`src/rtl/answer_judge.sv`:
```
// answer_judge: checks factor answers, arbitrates rounds, times out, keeps HP.
// Optional WRONG_PENALTY_EN: a wrong answer also costs the player one HP.
module answer_judge #(
  parameter int W           = 8,
  parameter int HP_INIT     = 3,
  parameter int TIMEOUT_CYC = 500_000_000
) (
  input  logic           CLK,
  input  logic           RST_N,
  input  logic [3:0]     STATE,
  input  logic [2*W-1:0] QNUM,
  input  logic [W-1:0]   ANS_A,
  input  logic [W-1:0]   ANS_B,
  input  logic           ANS_VALID,
  input  logic           OPP_DONE,
  output logic [1:0]     JUDG,
  output logic           WRONG,
  output logic [1:0]     HP,
  output logic [2:0]     MY_HP,
  output logic [2:0]     OPP_HP
);

  localparam logic [3:0] ST_READY = 4'b0010;
  localparam logic [3:0] ST_QUES  = 4'b0011;
  localparam logic [3:0] ST_INPUT = 4'b0100;

  localparam logic [28:0] TMO_LAST = 29'(TIMEOUT_CYC - 1);
  localparam logic [2:0]  HP_RST   = 3'(HP_INIT);

  logic [1:0]  r_judg;
  logic        r_lock;
  logic        r_wrong;
  logic [28:0] r_cnt;
  logic [2:0]  r_my_hp;
  logic [2:0]  r_opp_hp;

  logic [2*W-1:0] w_prod;
  logic           w_ok;
  logic           w_open;
  logic           w_clr;
  logic           w_draw;
  logic           w_win;
  logic           w_loss;
  logic           w_bad;
  logic           w_tmo;
  logic           w_lose_rnd;
  logic           w_pen;
  logic           w_pen_ko;
  logic           w_judge;
  logic [1:0]     w_judg_nxt;
  logic [1:0]     w_hp;
  logic           w_new_game;
  logic [2:0]     w_my_dec;
  logic [2:0]     w_my_nxt;
  logic [2:0]     w_opp_nxt;

  // full-width product: no truncation of the factor multiply
  assign w_prod = (2*W)'(ANS_A) * (2*W)'(ANS_B);

  // factors of 0 or 1 are trivial and never accepted
  assign w_ok = (|ANS_A[W-1:1]) &&
                (|ANS_B[W-1:1]) &&
                (w_prod == QNUM);

  // STATE stays INPUT through result states; lock stops re-judging
  assign w_open = (STATE == ST_INPUT) && !r_lock;
  assign w_clr  = (STATE == ST_READY) || (STATE == ST_QUES);

  assign w_draw = w_open & ANS_VALID & w_ok & OPP_DONE;
  assign w_win  = w_open & ANS_VALID & w_ok & ~OPP_DONE;
  assign w_loss = w_open & OPP_DONE & ~(ANS_VALID & w_ok);
  assign w_bad  = w_open & ANS_VALID & ~w_ok;

  // any strobe beats the timeout; a lost race just fires next cycle
  assign w_tmo = w_open & ~ANS_VALID & ~OPP_DONE &
                 (r_cnt >= TMO_LAST);

  assign w_lose_rnd = w_loss | w_tmo;

`ifdef WRONG_PENALTY_EN
  assign w_pen    = w_bad;
  assign w_pen_ko = w_bad & ~w_loss & (r_my_hp <= 3'd1);
`else
  assign w_pen    = 1'b0;
  assign w_pen_ko = 1'b0;
`endif

  assign w_judge = w_draw | w_win | w_lose_rnd | w_pen_ko;

  // pick the round verdict; cases are mutually exclusive
  always_comb begin
    w_judg_nxt = r_judg;
    unique case (1'b1)
      w_draw:             w_judg_nxt = 2'b11;
      w_win:              w_judg_nxt = 2'b01;
      w_lose_rnd,
      w_pen_ko:           w_judg_nxt = 2'b10;
      default:            w_judg_nxt = r_judg;
    endcase
  end

  // game status straight from the counters
  always_comb begin
    w_hp = 2'b00;
    if (r_opp_hp == 3'd0)
      w_hp = 2'b01;
    else if (r_my_hp == 3'd0)
      w_hp = 2'b10;
  end

  assign w_new_game = (STATE == ST_READY) && (w_hp != 2'b00);

  // saturating HP arithmetic; penalty may stack on a lost round
  assign w_my_dec = {2'b00, w_lose_rnd} + {2'b00, w_pen};
  assign w_my_nxt = (r_my_hp > w_my_dec) ?
                    (r_my_hp - w_my_dec) : 3'd0;
  assign w_opp_nxt = (r_opp_hp != 3'd0) ?
                     (r_opp_hp - 3'd1) : 3'd0;

  // verdict register and lock; cleared when a new question starts
  always_ff @(posedge CLK) begin
    if (!RST_N) begin
      r_judg <= 2'b00;
      r_lock <= 1'b0;
    end else if (w_clr) begin
      r_judg <= 2'b00;
      r_lock <= 1'b0;
    end else if (w_judge) begin
      r_judg <= w_judg_nxt;
      r_lock <= 1'b1;
    end
  end

  // one-cycle wrong-answer pulse
  always_ff @(posedge CLK) begin
    if (!RST_N)
      r_wrong <= 1'b0;
    else
      r_wrong <= w_bad;
  end

  // answer timeout counter, runs only while the window is open
  always_ff @(posedge CLK) begin
    if (!RST_N)
      r_cnt <= '0;
    else if (!w_open || w_judge)
      r_cnt <= '0;
    else
      r_cnt <= r_cnt + 29'd1;
  end

  // player hit points
  always_ff @(posedge CLK) begin
    if (!RST_N)
      r_my_hp <= HP_RST;
    else if (w_new_game)
      r_my_hp <= HP_RST;
    else if (w_my_dec != 3'd0)
      r_my_hp <= w_my_nxt;
  end

  // opponent hit points
  always_ff @(posedge CLK) begin
    if (!RST_N)
      r_opp_hp <= HP_RST;
    else if (w_new_game)
      r_opp_hp <= HP_RST;
    else if (w_win)
      r_opp_hp <= w_opp_nxt;
  end

  assign JUDG   = r_judg;
  assign WRONG  = r_wrong;
  assign HP     = w_hp;
  assign MY_HP  = r_my_hp;
  assign OPP_HP = r_opp_hp;

endmodule
```
`config.mk`:
```
export PLATFORM = sky130hd
export DESIGN_NAME = answer_judge
export DESIGN_NICKNAME = d
export VERILOG_FILES = /design/src/rtl/answer_judge.sv
export SDC_FILE = /design/constraint.sdc
export NUM_CORES = 1
export LEC_CHECK = 0
export ABC_AREA = 1
export BUFFER_PORTS_ARGS = -buffer_cell sky130_fd_sc_hd__buf_2
export CORE_ASPECT_RATIO = 0.9
export CORE_MARGIN = 1.5
export CORE_UTILIZATION = 35
export CTS_CLUSTER_DIAMETER = 120
export DETAILED_ROUTE_END_ITERATION = 8
export GPL_TIMING_DRIVEN = 0
export HOLD_SLACK_MARGIN = 0.05
export MAX_ROUTING_LAYER = met4
export PLACE_DENSITY = 0.61
export SLEW_MARGIN = 20
export SYNTH_ARGS = -nofsm -noshare
export SYNTH_HDL_FRONTEND = slang
export SYNTH_SLANG_ARGS = --single-unit
export TNS_END_PERCENT = 20
```
`constraint.sdc`:
```
create_clock -name CLK -period 5.09 [get_ports CLK]
set_input_delay 0.509 -clock CLK [delete_from_list [all_inputs] [get_ports CLK]]
set_output_delay 0.509 -clock CLK [all_outputs]
set_load 0.005 [all_outputs]
```
Word level (Yosys, flattened, before mapping)
Cells that the tools add are included.
{"block": "op_classes", "addsub": 3, "n_mul": 1, "div": 0, "order_cmp": 2, "n_eq_ne": 4, "shifts": 0, "n_mux": 5, "n_bitwise": 19, "n_reduce_logical": 19}
{"op": "$add A29 B1 Y29 const B", "n": 1}
{"op": "$ge A29 B29 Y1 const B", "n": 1}
{"op": "$eq A16 B16 Y1", "n": 1}
{"op": "$mul A8 B8 Y16", "n": 1}
{"op": "$reduce_or A7 Y1", "n": 2}
{"op": "$and A1 B1 Y1", "n": 11}
{"op": "$eq A4 B2 Y1 const B", "n": 2}
{"op": "$logic_not A3 Y1", "n": 2}
{"op": "$mux W3", "n": 2}
{"op": "$pmux W2 S3", "n": 1}
{"op": "$reduce_bool A3 Y1", "n": 2}
{"op": "$reduce_or A2 Y1", "n": 3}
{"op": "$not A1 Y1", "n": 5}
{"op": "$eq A4 B3 Y1 const B", "n": 1}
{"op": "$logic_and A1 B1 Y1", "n": 4}
{"op": "$mux W2", "n": 2}
{"op": "$gt A3 B1 Y1", "n": 1}
{"op": "$or A1 B1 Y1", "n": 3}
{"op": "$sub A3 B1 Y3", "n": 1}
{"op": "$sub A3 B1 Y3 const B", "n": 1}
{"op": "$logic_not A1 Y1", "n": 2}
{"op": "$logic_or A1 B1 Y1", "n": 2}
{"op": "$reduce_and A2 Y1", "n": 1}
{"op": "$reduce_bool A2 Y1", "n": 1}
{"block": "word_totals", "reg_bits": 39, "latch_bits": 0, "ramBits": 0, "mem_bits_ro": 0, "inputBits": 40, "elab_cells": 59, "n_memories": 0}

Longest topological paths before layout
Gate-level depths: netlist of run 1.
{"block": "logic_depth", "depth_word": 10, "mapped_depth": 30, "mapped_depth_nobuf": 29}

Worst setup path before layout of run 1
OpenSTA, ideal clock, no wires.
{"block": "synth_path", "kind": "input port to flip-flop", "start": "input port ANS_B[7]", "end": "register r_my_hp[2] (netlist: MY_HP[2])", "setup_time_ns": 0.118, "arrival_ns": 4.963, "required_time_ns": 4.972, "setup_slack_ns": 0.009, "cell_stages": 25, "path_cell_list": "buf_2 nand2_1 fa_1 fa_1 fa_1 fa_1 inv_1 ha_1 nand2_1 nand2_1 inv_1 nand2_1 nand2_1 nand3_1 nand2_1 nand3_1 nor2_4 nand4_2 nand2_1 nand2_2 ha_1 ha_1 xor2_1 a22oi_1 nor2_1"}
{"block": "synth_via", "elab_chain_cells": 9, "word_cells_on_any_way": 12, "cone_classes": "1 x add/sub; 1 x mul; 1 x order compare; 1 x eq/ne; 1 x mux; 4 x bitwise; 3 x reduce/logical"}
{"item": "start, declared", "line": "13", "text": "input logic [W-1:0] ANS_B,"}
{"item": "$mul A8 B8 Y16 / $reduce_or A7 Y1 (equally long branches)", "line": "58, 62"}
{"item": "$eq A16 B16 Y1 / $logic_and A1 B1 Y1 (equally long branches)", "line": "63, 61"}
{"item": "$logic_and A1 B1 Y1 *", "line": "62", "text": "(|ANS_B[W-1:1]) &&"}
{"item": "$and A1 B1 Y1 *", "line": "71", "text": "assign w_loss = w_open & OPP_DONE & ~(ANS_VALID & w_ok);"}
{"item": "$not A1 Y1 *", "line": "71"}
{"item": "$and A1 B1 Y1 *", "line": "71"}
{"item": "$or A1 B1 Y1 *", "line": "78", "text": "assign w_lose_rnd = w_loss | w_tmo;"}
{"item": "$sub A3 B1 Y3 / $gt A3 B1 Y1 (equally long branches)", "line": "116, 115"}
{"item": "$mux W3", "line": "115", "text": "assign w_my_nxt = (r_my_hp > w_my_dec) ?"}
{"item": "end signal, assigned", "line": "159", "text": "r_my_hp <= w_my_nxt;"}
{"item": "end, declared", "line": "34", "text": "logic [2:0] r_my_hp;"}
Mark *: on every way between the ends. The rest lies on a longest branch, timed or not.
A chain may end at the register's enable or synchronous reset.

Worst setup path in the final report of run 1
{"block": "layout_path", "start": "input port ANS_A[0]", "end": "register r_my_hp[2] (netlist: MY_HP[2])"}
{"block": "layout_via", "elab_chain_cells": 9, "word_cells_on_any_way": 10, "cone_classes": "1 x add/sub; 1 x mul; 1 x order compare; 1 x eq/ne; 1 x mux; 4 x bitwise; 1 x reduce/logical"}
{"item": "start, declared", "line": "12", "text": "input logic [W-1:0] ANS_A,"}
{"item": "$mul A8 B8 Y16 *", "line": "58", "text": "assign w_prod = (2*W)'(ANS_A) * (2*W)'(ANS_B);"}
{"item": "$eq A16 B16 Y1 *", "line": "63", "text": "(w_prod == QNUM);"}
{"item": "$logic_and A1 B1 Y1 *", "line": "62"}
{"item": "$and A1 B1 Y1 *", "line": "71"}
{"item": "$not A1 Y1 *", "line": "71"}
{"item": "$and A1 B1 Y1 *", "line": "71"}
{"item": "$or A1 B1 Y1 *", "line": "78"}
{"item": "$sub A3 B1 Y3 / $gt A3 B1 Y1 (equally long branches)", "line": "116, 115"}
{"item": "$mux W3", "line": "115"}
Marks and branches as above.

==> impl_metrics.csv, run 1 <==
group,metric,value,unit
sta,slew_headroom,62.0,%
hold_path,hp-class,"flop to flop",
cts,cts_buffers,5,
die,die_area,0.0149,mm²
finish,final_cell_mix,"nand2_1, inv_1, nor2_1",
power_and_ir_drop,power_leakage,0.00305,µW
global_routing,grt_max_degree,14,
finish,drive_gt1_share,20.0,%
global_routing,grtUsageTotal,15.3,%
yosys,synth_warnings,0,
global_routing,antenna_found_initial,0,
power_and_ir_drop,swShare,43.7,%
sta,post-route-min-period,4830,ps
yosys,mappedNetlistArea,0.00496,mm²
sta,whs,469,ps
yosys,synthFlopType,"dfxtp_1",
power_and_ir_drop,clock_power_share,21.0,%
die,start_util,35.6,%
cts,cts_num_sinks,39,
yosys,synth.avg_cell_area,6.80,µm²
power_and_ir_drop,internal_power,971,µW
route,routed_wl,10.3,mm
finish,antenna_cells,0,
sta,finalSetupTns,0,ps
placement,gp_congestion,0.857,
route,final_antenna_net_count,0,
die,num_rows,41,
route,first_pass_iters,5,
setup_path,endpoint_kind,"flop",
sta,tightest_slew,568,ps
cts,cts_root_buf,"clkbuf_16",
die,io_pins,51,
finish,regArea,781,µm²
finish,num-nets-final,892,
setup_path,startpoint,"ANS_A[0]",
setup_path,worstPathMaxFanout,9,
sta,fin_crit_sh,94.9,%
route,via_per_inst,4.31,
die,dieWidth,129,µm
yosys,ys_types,35,
finish,area_delta_synth_final,17.3,%
cts,tritoncts,"yes",
setup_path,timing.rr.start,"r_cnt[0]",
sta,max_freq,207,MHz
cts,clockBufferDepth,2,
setup_path,worstSetupStartpointType,"primary input",
route,num_vias,4177,
global_routing,overflow,0,
cts,cts-htree-levels,2,
flow_run,maxCapViolCount,0,
route,drc,0,
placement,dp_hpwl,8.44,mm
sta,hold_viol,0,
yosys,synth_cells,730,
status,status,"finished clean",
power_and_ir_drop,sequentialPowerShare,17.8,%
route,wl_per_cell,10.6,µm
die,core-area,0.0140,mm²
hold_path,hp-start,"r_cnt[0]",
cts,clock_latency,290,ps
power_and_ir_drop,max-vdd-ir-drop,0.173,mV
power_and_ir_drop,p_per_area,296,mW/mm²
global_routing,grt_pass1_vias,3998,
cts,clk_pin_slew,60,ps
die,fp.dieH,116,µm
sta,skew,6.54,ps
setup_path,criticalPathCategory,"primary input to flop",
power_and_ir_drop,p_sw,755,µW
yosys,synth_edf_count,0,
sta,setup_viol,0,
sta,maxSlewViolCount,0,
finish,multiInputGateArea,0.00357,mm²
yosys,async_flop_share,0,%
placement,portBuffers,34,
power_and_ir_drop,p_comb_share,61.3,%
route,drt-initial-drc-count,224,
yosys,synth.ff_latch_count,39,
setup_path,required,5270,ps
setup_path,cp.arrival,5010,ps
finish,fill_cells,1533,
yosys,synth_nets,847,
global_routing,grt_pass1_wl,18.1,mm
finish,final_common_cell,"nand2_1",
yosys,ys_seq_area_share,15.7,%
-- worst paths after layout --
check | cells past startpoint | slack [ps] | to
setup / recovery | 26 | 260 | MY_HP[2]
hold / removal | 1 | 470 | r_cnt[0]
setup reg to reg | 14 | 2670 | MY_HP[2]
hold reg to reg | 1 | 470 | r_cnt[0]
-- layer usage --
layer	part of all wire, %	routed length, µm	track usage (%)
met1	54	5530	22.0
met5	0	0	-
met3	4.0	406	2.17
met4	0.63	65	1.80
met2	42	4260	23.5
-- kinds of logic after synthesis --
kind of cell	count (synthesis)	share of synthesized area (%)
and+or+nand+nor	354	34.0
buffers and inverters	197	15.9
adders and majority gates	77	24.8
AOI/OAI and AO/OA	25	2.80
DFF	39	15.7
xor gates and xnor gates	38	6.70
-- power groups by stage --
stage | sequential, µW | clock, µW | combinational [µW]
2_1_floorplan | 314 | 0 | 734
5_1_grt | 307 | 384 | 1210
3_5_place_dp | 314 | 0 | 903
6_report | 307 | 362 | 1060
3_3_place_gp | 314 | 0 | 903
4_1_cts | 307 | 369 | 967
-- what timing repair did --
item,in CTS,in global routing
pin swaps,3,17
hold buffers,0,0
endpoints found under the setup margin,3,3
hold endpoints to repair,0,0
buffers inserted,0,4
resized for setup,21,43
-- through the flow --
step,instance area [µm²],cells,setup WS (ps),utilization [%],power [µW]
after CTS,5620,965,26.3,40.3,1640
final,5820,969,261,41.7,1730
after detailed placement,5380,957,-505,38.5,1220
after global routing,5820,969,-7.93,41.7,1900
after global placement,5380,957,-479,38.5,1220
after floorplan,4960,730,9.28,-,1050
-- cell type report --
class                   count  area share [%]
plain buffers              20            3.29
multi-input cells         494            61.3
flip-flops and latches     39            13.4
well taps                 193            4.15
inverters                 177            11.5
repair buffers             38            3.44
clock buffers               5            2.15
clock inverters             3           0.752
-- worst max-delay path, cell delays in order --
cell and delay, ps:
buf_4 150, nand2_1 70, inv_1 40, ha_1 210, fa_1 490, ha_1 310, fa_1 570, inv_1 70
fa_1 480, inv_2 110, nand2_1 80, nand3b_1 120, o21ai_0 90, nor2_1 140, nand2_1 90, nor2_2 170
nand3_2 130, nor2_4 120, nand4_4 120, nand2_4 110, nand2_8 70, ha_4 170, ha_1 180, xor2_1 140
a22oi_1 180, nor2_1 70
-- synth_stat cells (4+ instances only) --
cell | count | share of area, %
o21ai_1 | 4 | 0.40
buf_2 | 17 | 1.7
nand2_1 | 197 | 15
nand4_1 | 9 | 1.1
ha_1 | 41 | 10
inv_1 | 173 | 13
a21oi_1 | 12 | 1.2
nand3_1 | 24 | 2.4
nand4_2 | 4 | 1.0
xnor2_1 | 13 | 2.3
fa_1 | 36 | 15
nor3_2 | 9 | 1.8
nor4_1 | 4 | 0.50
nor3_1 | 6 | 0.60
nor2_4 | 6 | 1.4
nand2_2 | 7 | 0.88
nor2_1 | 54 | 4.1
dfxtp_1 | 39 | 16
xor2_1 | 25 | 4.4
nand3_2 | 6 | 1.2
nor2_2 | 21 | 2.6
-- state kept, by name (all words and copies together) (netlist names) --
signal and cells:
r_cnt 29, MY_HP 3, OPP_HP 3, JUDG 2, WRONG 1, r_lock 1
Note: power is estimated with default switching activity, not from simulation.
==> run 2, diff against run 1 <==
--- a/config.mk
+++ b/config.mk
@@ -7,15 +7,17 @@
 export LEC_CHECK = 0
 export ABC_AREA = 1
 export BUFFER_PORTS_ARGS = -buffer_cell sky130_fd_sc_hd__buf_2
+export CELL_PAD_IN_SITES_DETAIL_PLACEMENT = 1
+export CELL_PAD_IN_SITES_GLOBAL_PLACEMENT = 2
 export CORE_ASPECT_RATIO = 0.9
 export CORE_MARGIN = 1.5
-export CORE_UTILIZATION = 35
+export CORE_UTILIZATION = 31
 export CTS_CLUSTER_DIAMETER = 120
 export DETAILED_ROUTE_END_ITERATION = 8
 export GPL_TIMING_DRIVEN = 0
 export HOLD_SLACK_MARGIN = 0.05
 export MAX_ROUTING_LAYER = met4
-export PLACE_DENSITY = 0.61
+export PLACE_DENSITY = 0.86
 export SLEW_MARGIN = 20
 export SYNTH_ARGS = -nofsm -noshare
 export SYNTH_HDL_FRONTEND = slang
==> run 2 against run 1 <==
Against the previous run: non-clock buffer count is 2 higher; sequential power hardly changed; final cell count is 1.0% higher; core utilization is 4.3 points lower; register-to-register slack worse by 90 ps; highest routed layer unchanged.
==> impl_metrics.csv, run 2 (synthesis results as in run 1) <==
group,metric,value,unit
sta,finalSetupTns,0,ps
global_routing,overflow,0,
setup_path,r2r_cells,14,
power_and_ir_drop,sequentialPowerShare,17.6,%
status,status,"finished clean",
setup_path,r2r-end,"MY_HP[1]",
placement,portBuffers,34,
route,routed.top_layer,"met4",
power_and_ir_drop,p_sw,789,µW
finish,post-route-util,37.4,%
hold_path,hold_path_depth,2,
sta,hold_viol,0,
cts,clk_pin_slew,60,ps
sta,max_freq,209,MHz
setup_path,worstSetupStartpointType,"primary input",
setup_path,cp.arrival,4960,ps
sta,tightest_slew,558,ps
global_routing,antenna_found_initial,0,
global_routing,grt_max_degree,12,
setup_path,r2r_slack,2580,ps
finish,drive_gt1_share,21.0,%
sta,slew_headroom,62.6,%
route,first_pass_iters,4,
setup_path,timing.rr.start,"r_cnt[26]",
power_and_ir_drop,p_per_area,300,mW/mm²
die,die_area,0.0168,mm²
sta,skew,5.26,ps
power_and_ir_drop,max-vdd-ir-drop,0.125,mV
route,wl_per_cell,12.2,µm
finish,antenna_cells,0,
sta,post-route-min-period,4780,ps
hold_path,hp-start,"OPP_HP[1]",
flow_run,maxCapViolCount,0,
finish,regMostFlops,"r_cnt",
cts,clock_latency,290,ps
finish,largest_reg_flops,29,
route,wl_met3,268,µm
die,num_rows,43,
hold_path,holdPathEnd,"OPP_HP[1]",
cts,cts_buffers,5,
power_and_ir_drop,internal_power,959,µW
power_and_ir_drop,clock_power_share,18.1,%
placement,dp.cells,966,
die,io_pins,51,
power_and_ir_drop,power_leakage,0.00306,µW
finish,instances_no_fill,979,
route,drt-met1-wl,6.19,mm
route,drt-initial-drc-count,132,
finish,area_delta_synth_final,17.2,%
die,core-area,0.0155,mm²
route,via_per_inst,4.47,
route,final_antenna_net_count,0,
route,met2WireLength,5.37,mm
setup_path,endpoint_kind,"flop",
placement,dp_hpwl,9.99,mm
global_routing,grt_pass1_wl,20.5,mm
die,fp.dieH,123,µm
power_and_ir_drop,power,1750,µW
finish,final_common_cell,"nand2_1",
placement,gp_congestion,0.789,
cts,clockBufferDepth,2,
cts,tritoncts,"yes",
hold_path,hp-class,"flop to flop",
route,num_vias,4372,
cts,cts_root_buf,"clkbuf_16",
route,routed_wl,11.9,mm
setup_path,criticalPathCategory,"primary input to flop",
global_routing,grtUsageTotal,15.7,%
sta,maxSlewViolCount,0,
setup_path,startpoint,"ANS_B[7]",
global_routing,grt_pass1_vias,4436,
route,drc,0,
finish,final_cell_mix,"nand2_1, inv_1, nor2_1",
power_and_ir_drop,swShare,45.1,%
setup_path,required,5260,ps
cts,cts-htree-levels,2,
setup_path,worstPathMaxFanout,9,
die,dieWidth,136,µm
finish,num-nets-final,894,
cts,cts_num_sinks,39,
sta,whs,487,ps
sta,setup_viol,0,
die,start_util,31.9,%
power_and_ir_drop,p_comb_share,64.4,%
sta,fin_crit_sh,94.0,%
-- run 2: cell type report --
class	instances	area, µm²
inverter	177	669
timing repair buffer	40	215
clock inverter	1	5.00
clock buffer	6	139
sequential	39	781
buffer	20	188
tap	202	253
fill	1980	9730
multi-input combinational	494	3570
-- run 2: worst max path at each step --
stage	to	depth (start not counted)	slack, ps
3_3_place_gp	MY_HP[1]	24	-520
5_1_grt	MY_HP[2]	25	-20
4_1_cts	MY_HP[2]	23	2
6_report	MY_HP[2]	23	310
2_1_floorplan	MY_HP[2]	25	9
3_5_place_dp	MY_HP[1]	26	-570
-- run 2: power by group through the flow --
stage / Clock, µW / Sequential, µW / Combinational (µW)
after floorplan: 0 / 314 / 734
after global placement: 0 / 314 / 923
after detailed placement: 0 / 314 / 941
after CTS: 326 / 307 / 996
after global routing: 340 / 307 / 1300
final: 316 / 307 / 1120
-- run 2: what timing repair did --
item / in CTS / in global routing
gates resized for setup: 15 / 55
hold buffers: 0 / 0
endpoints found under the setup margin: 3 / 3
buffers inserted: 1 / 5
pin swaps: 0 / 27
-- run 2: per-layer routing --
metal / up-vias / GRT usage, %
li1: 2256 / -
met1: 2073 / 21.1
met2: 36 / 25.6
met3: 7 / 2.42
met4: 0 / 2.19
met5: - / -
-- run 2: through the flow --
step | instance area (µm²) | setup slack [ps]
5_1_grt | 5820 | -22.0
3_3_place_gp | 5390 | -522
6_report | 5820 | 306
3_5_place_dp | 5390 | -573
4_1_cts | 5590 | 2.16
2_1_floorplan | 4960 | 9.28
-- run 2: worst max-delay path: stages --
cell	delay (ps)
buf_4	150
nand2_1	90
fa_1	500
fa_1	540
fa_1	440
fa_1	540
inv_1	60
ha_4	310
nand2_2	90
nor2_4	90
nand2_1	50
nand2_1	70
xor2_1	170
nand3_1	140
nor2_2	120
nand4_2	100
nand2_2	130
nand2_4	70
ha_2	190
ha_1	190
xor2_1	140
a22oi_1	180
nor2_1	60
